`src/rtl/io_uart_tx.sv`:
```
// rtl/io_uart_tx.sv - memory-mapped 8N1 UART transmitter with a transmit FIFO
module io_uart_tx #(
    parameter logic [31:0] BASE_ADDRESS    = 32'hffff0000,
    parameter int          FIFO_DEPTH      = 8,
    parameter logic [15:0] DEFAULT_DIVISOR = 16'd27
) (
    input  logic        clk,
    input  logic        reset,
    input  logic        io_write_en,
    input  logic        io_read_en,
    input  logic [31:0] io_address,
    input  logic [31:0] io_write_data,
    output logic [31:0] io_read_data,
    output logic        uart_tx
);

    localparam int          AW        = $clog2(FIFO_DEPTH);
    localparam logic [AW:0] DEPTH_CNT = (AW + 1)'(FIFO_DEPTH);

    typedef enum logic [1:0] {
        ST_IDLE,
        ST_START,
        ST_DATA,
        ST_STOP
    } state_t;

    state_t         state;
    state_t         state_next;
    logic [7:0]     fifo_mem [FIFO_DEPTH];
    logic [AW-1:0]  wr_ptr;
    logic [AW-1:0]  rd_ptr;
    logic [AW:0]    fifo_count;
    logic [15:0]    divisor;
    logic [15:0]    bit_cnt;
    logic [2:0]     bit_idx;
    logic [7:0]     shift_reg;
    logic           overflow;
    logic           pop;
    logic           reload;
    logic [31:0]    rd_mux;
    logic           unused_write_bits;

    wire sel_status = (io_address == BASE_ADDRESS);
    wire sel_tx     = (io_address == BASE_ADDRESS + 32'd4);
    wire sel_div    = (io_address == BASE_ADDRESS + 32'd8);

    wire fifo_empty = (fifo_count == '0);
    wire not_full   = (fifo_count < DEPTH_CNT);
    wire tx_idle    = fifo_empty && (state == ST_IDLE);
    wire push_req   = io_write_en && sel_tx;
    wire push_ok    = push_req && not_full;
    wire push_drop  = push_req && !not_full;

    assign unused_write_bits = &{1'b0, io_write_data[31:16]};

    // Memory has no reset: a flush only needs the pointers and count cleared.
    always_ff @(posedge clk) begin
        if (push_ok) begin
            fifo_mem[wr_ptr] <= io_write_data[7:0];
        end
    end

    always_ff @(posedge clk) begin
        if (!reset) begin
            wr_ptr     <= '0;
            rd_ptr     <= '0;
            fifo_count <= '0;
        end else begin
            if (push_ok) begin
                wr_ptr <= wr_ptr + 1'b1;
            end
            if (pop) begin
                rd_ptr <= rd_ptr + 1'b1;
            end
            case ({push_ok, pop})
                2'b10:   fifo_count <= fifo_count + 1'b1;
                2'b01:   fifo_count <= fifo_count - 1'b1;
                default: fifo_count <= fifo_count;
            endcase
        end
    end

    always_comb begin
        state_next = state;
        pop        = 1'b0;
        reload     = 1'b0;
        case (state)
            ST_IDLE: begin
                if (!fifo_empty) begin
                    pop        = 1'b1;
                    reload     = 1'b1;
                    state_next = ST_START;
                end
            end
            ST_START: begin
                if (bit_cnt == 16'd0) begin
                    reload     = 1'b1;
                    state_next = ST_DATA;
                end
            end
            ST_DATA: begin
                if (bit_cnt == 16'd0) begin
                    reload = 1'b1;
                    if (bit_idx == 3'd7) begin
                        state_next = ST_STOP;
                    end
                end
            end
            ST_STOP: begin
                if (bit_cnt == 16'd0) begin
                    if (!fifo_empty) begin
                        pop        = 1'b1;
                        reload     = 1'b1;
                        state_next = ST_START;
                    end else begin
                        state_next = ST_IDLE;
                    end
                end
            end
            default: state_next = ST_IDLE;
        endcase
    end

    // The bit counter samples DIVISOR only on reload, so a new value waits for the next bit.
    always_ff @(posedge clk) begin
        if (!reset) begin
            state     <= ST_IDLE;
            bit_cnt   <= 16'd0;
            bit_idx   <= 3'd0;
            shift_reg <= 8'd0;
        end else begin
            state <= state_next;
            if (pop) begin
                shift_reg <= fifo_mem[rd_ptr];
            end
            if (reload) begin
                bit_cnt <= divisor - 16'd1;
            end else if (bit_cnt != 16'd0) begin
                bit_cnt <= bit_cnt - 16'd1;
            end
            if (pop) begin
                bit_idx <= 3'd0;
            end else if (state == ST_DATA && reload) begin
                bit_idx <= bit_idx + 3'd1;
            end
        end
    end

    always_comb begin
        uart_tx = 1'b1;
        case (state)
            ST_START: uart_tx = 1'b0;
            ST_DATA:  uart_tx = shift_reg[bit_idx];
            default:  uart_tx = 1'b1;
        endcase
    end

    always_comb begin
        rd_mux = 32'd0;
        if (sel_status) begin
            rd_mux = {16'd0, 8'(fifo_count), 5'd0, overflow, tx_idle, not_full};
        end else if (sel_div) begin
            rd_mux = {16'd0, divisor};
        end
    end

    // A rejected push outranks a same-cycle W1C so the drop is never lost.
    always_ff @(posedge clk) begin
        if (!reset) begin
            divisor      <= DEFAULT_DIVISOR;
            overflow     <= 1'b0;
            io_read_data <= 32'd0;
        end else begin
            if (io_write_en && sel_div) begin
                divisor <= (io_write_data[15:0] == 16'd0) ? 16'd1 : io_write_data[15:0];
            end
            if (push_drop) begin
                overflow <= 1'b1;
            end else if (io_write_en && sel_status && io_write_data[2]) begin
                overflow <= 1'b0;
            end
            if (io_read_en) begin
                io_read_data <= rd_mux;
            end
        end
    end

endmodule

```
`config.mk`:
```
export PLATFORM = sky130hd
export DESIGN_NAME = io_uart_tx
export DESIGN_NICKNAME = d
export VERILOG_FILES = /design/src/rtl/io_uart_tx.sv
export SDC_FILE = /design/constraint.sdc
export NUM_CORES = 1
export LEC_CHECK = 0
export ABC_CLOCK_PERIOD_IN_PS = 4500
export CAP_MARGIN = 20
export CORE_MARGIN = 2
export CORE_UTILIZATION = 50
export DETAILED_ROUTE_END_ITERATION = 8
export PLACE_DENSITY = 0.75
export REMOVE_ABC_BUFFERS = 1
export SYNTH_ARGS = -nofsm -noshare
export SYNTH_HDL_FRONTEND = slang
export SYNTH_SLANG_ARGS = --single-unit
```
`constraint.sdc`:
```
create_clock -name clk -period 4.5 [get_ports clk]
set_input_delay 1.35 -clock clk [delete_from_list [all_inputs] [get_ports clk]]
set_output_delay 1.35 -clock clk [all_outputs]
set_load 0.01 [all_outputs]
```
==> results.json <==
{
  "outcome": "completed",
  "finalNonFillerCells": 801,
  "h-tree-depth": 4,
  "clock-root-buffer": "clkbuf_16",
  "worstPathRequired_ns": 4.87,
  "drt_iter0_markers": 276,
  "drive_gt1_share_pct": 13.5,
  "synthArstFlopShare_pct": 0,
  "numCtsBuffers": 17,
  "hold_path.class": "register to register",
  "cap_violations": 0,
  "core_um2": 12600,
  "die_h_um": 117,
  "synth.distinct_cells": 64,
  "post-synth-top-count-cell": "dfxtp_1",
  "io_pins": 101,
  "vias_per_cell": 5.61,
  "synth_common_cells": "dfxtp_1 (72), edfxtp_1 (64), nor2_1 (57)",
  "cp.arrival_ns": 4.00,
  "power.total_w": 0.00351,
  "powerDensity_nw_per_um2": 447,
  "maxSlewViolCount": 0,
  "avgSynthCellArea_um2": 12.0,
  "timing.final.ws_setup_ns": 0.869,
  "tightestPinTransition_ns": 0.870,
  "vias": 4493,
  "power_leakage_nw": 2.66,
  "globalplace.congestion": 0.819,
  "synth_edf_count": 64,
  "grt_max_degree": 36,
  "hold_viol_final": 0,
  "track_usage_pct": 21.7,
  "hpwlAfterDp_um": 9730,
  "synth.largest_area_cell": "edfxtp_1",
  "finalClockSkew_ns": 0.00665,
  "min_period_over_period_pct": 80.7,
  "setup_viol": 0,
  "yosysWarnings": 0,
  "fmax_mhz": 275,
  "synthTopCellsByArea": "edfxtp_1 (30%), dfxtp_1 (23%), mux4_2 (6.3%)",
  "drcViolationCount": 0,
  "grt_pass1_vias": 4434,
  "synth_top_area_share_pct": 30.0,
  "rsz0062_at_grt": "false",
  "worst_path_max_delay_cell": "nor4_2",
  "path_max_fanout": 4,
  "path_cells": "clkdlybuf4s50_1 -> nand4b_1 -> nor4_2 -> nand4_1 -> ha_1 -> ha_1 -> a21o_1 -> a21oi_1 -> xnor2_1 -> or3_1 -> a21oi_1",
  "num-fill-cells": 940,
  "port_buffers": 68,
  "crit_family": "simple AND/OR/NAND/NOR gates",
  "first_pass_iters": 6,
  "hold_ws_ns": 0.475,
  "largest_reg_flops": 64,
  "cp-end-kind": "register",
  "ant_nets": 0,
  "ctsResizeCount": 0,
  "ir_drop_v": 0.000243,
  "path_class": "input port to register",
  "clk_path_buf_depth": 2,
  "antenna_cells": 0,
  "syn_to_final_growth_pct": 23.0,
  "synth_top_flop_cell": "dfxtp_1",
  "postCtsSetupBuffers": 0,
  "grt-ovfl-total": 0,
  "die_area_um2": 13700,
  "routed_wl_um": 14100,
  "cts_hold_buf": 0,
  "start_util_pct": 50.9,
  "largest-register": "fifo_mem",
  "clk_pin_slew_ns": 0.06,
  "tritoncts": "yes",
  "path_buf_inv": 1,
  "cts.sink_count": 136,
  "finalCriticalPeriod_ns": 3.63,
  "grt_pass1_wl_um": 22100,
  "critPathMaxStageDelay_ns": 0.42,
  "ys_seq_area_share_pct": 52.6,
  "netlist_instances": 534,
  "start_kind": "input port",
  "max_slew_margin_pct": 41.3,
  "die_w_um": 117,
  "ys_seq_elements": 136,
  "fin_nets": 698,
  "place_inst": 769,
  "rows": 41,
  "fin_tns_setup_ns": 0,
  "synth_area_um2": 6400,
  "pre_cts_slack_ns": 0.398,
  "clkLatencyLatePin_ns": 0.43,
  "antenna_found_initial": 0,
  "wl_per_cell_um": 17.6
}
## kinds of logic (layout without fill, tap and decap cells)
| kind of cell | after synthesis | after routing | share of synthesized area [%] |
|---|---|---|---|
| mux | 54 | 54 | 12.0 |
| buf+inv | 50 | 130 | 4.50 |
| compound gates | 77 | 77 | 9.21 |
| other cells | 1 | 16 | 0.0586 |
| xor+xnor | 26 | 26 | 3.56 |
| flops | 136 | 136 | 52.6 |
| fa+ha+maj | 14 | 14 | 2.86 |
| simple gates | 176 | 176 | 15.3 |
## worst register-to-register path, cell delays in order, from the launching register on
cell and delay (ns):
dfxtp_1 0.43, o41ai_1 0.52, nand2_1 0.19, a21oi_4 0.34, buf_4 0.35, mux2i_1 0.23, ha_1 0.26, nor3b_1 0.47
nand2_1 0.15, nor3_1 0.24, xor2_1 0.09, a211oi_1 0.21
## placed cells by master (no fill, tap or decap), drive strengths merged, types with 14 or more instances in the layout
master / Yosys / layout
nor4: 15 / 15
edfxtp: 64 / 64
clkdlybuf4s50: 0 / 68
dfxtp: 72 / 72
conb: 1 / 16
nand2b: 14 / 14
mux2i: 35 / 35
mux4: 18 / 18
nor2: 57 / 57
clkbuf: 7 / 21
nand2: 25 / 25
buf: 32 / 19
a211oi: 18 / 18
a21oi: 18 / 18
xnor2: 18 / 18
## layout make-up
cell class | instances | area [um^2] | share of cell area (%)
repair buffers | 87 | 823 | 10.5
flip-flops and latches | 136 | 3360 | 42.7
well taps | 172 | 215 | 2.73
multi-input cells | 363 | 2800 | 35.6
clock inverters | 11 | 173 | 2.19
inverters | 11 | 41.3 | 0.525
clock buffers | 21 | 450 | 5.72
## per-stage QoR
| stage | utilization, % | cell area [um^2] |
|---|---|---|
| 2_1_floorplan | - | 6210 |
| 3_3_place_gp | 57.7 | 7250 |
| 3_5_place_dp | 57.7 | 7250 |
| 4_1_cts | 62.6 | 7870 |
| 5_1_grt | 62.6 | 7870 |
| 6_report | 62.6 | 7870 |
## report_power, final
group	internal, W	switching, W
Combinational	0.000299	0.000307
Sequential	0.00136	0.0000795
Clock	0.000942	0.000527
Total	0.00260	0.000913
## metal layers
metal / vias to the layer above / global-route usage [%] / wire length [um]
met5: - / 0 / 0
met4: 0 / 9.73 / 361
met3: 24 / 5.20 / 699
met2: 138 / 35.5 / 6910
met1: 2195 / 27.6 / 6110
li1: 2136 / - / -
## worst paths after layout
| path | startpoint | end | slack [ns] | cells after the start |
|---|---|---|---|---|
| worst max register to register | fifo_count[3] | bit_cnt[14] | 0.93 | 11 |
| worst max-delay path | io_address[0] | fifo_count[3] | 0.87 | 11 |
| worst min register to register | io_read_data[9] | io_read_data[9] | 0.47 | 2 |
| worst min-delay path | io_read_data[9] | io_read_data[9] | 0.47 | 2 |
No activity file was read; power rests on OpenSTA's default activity.
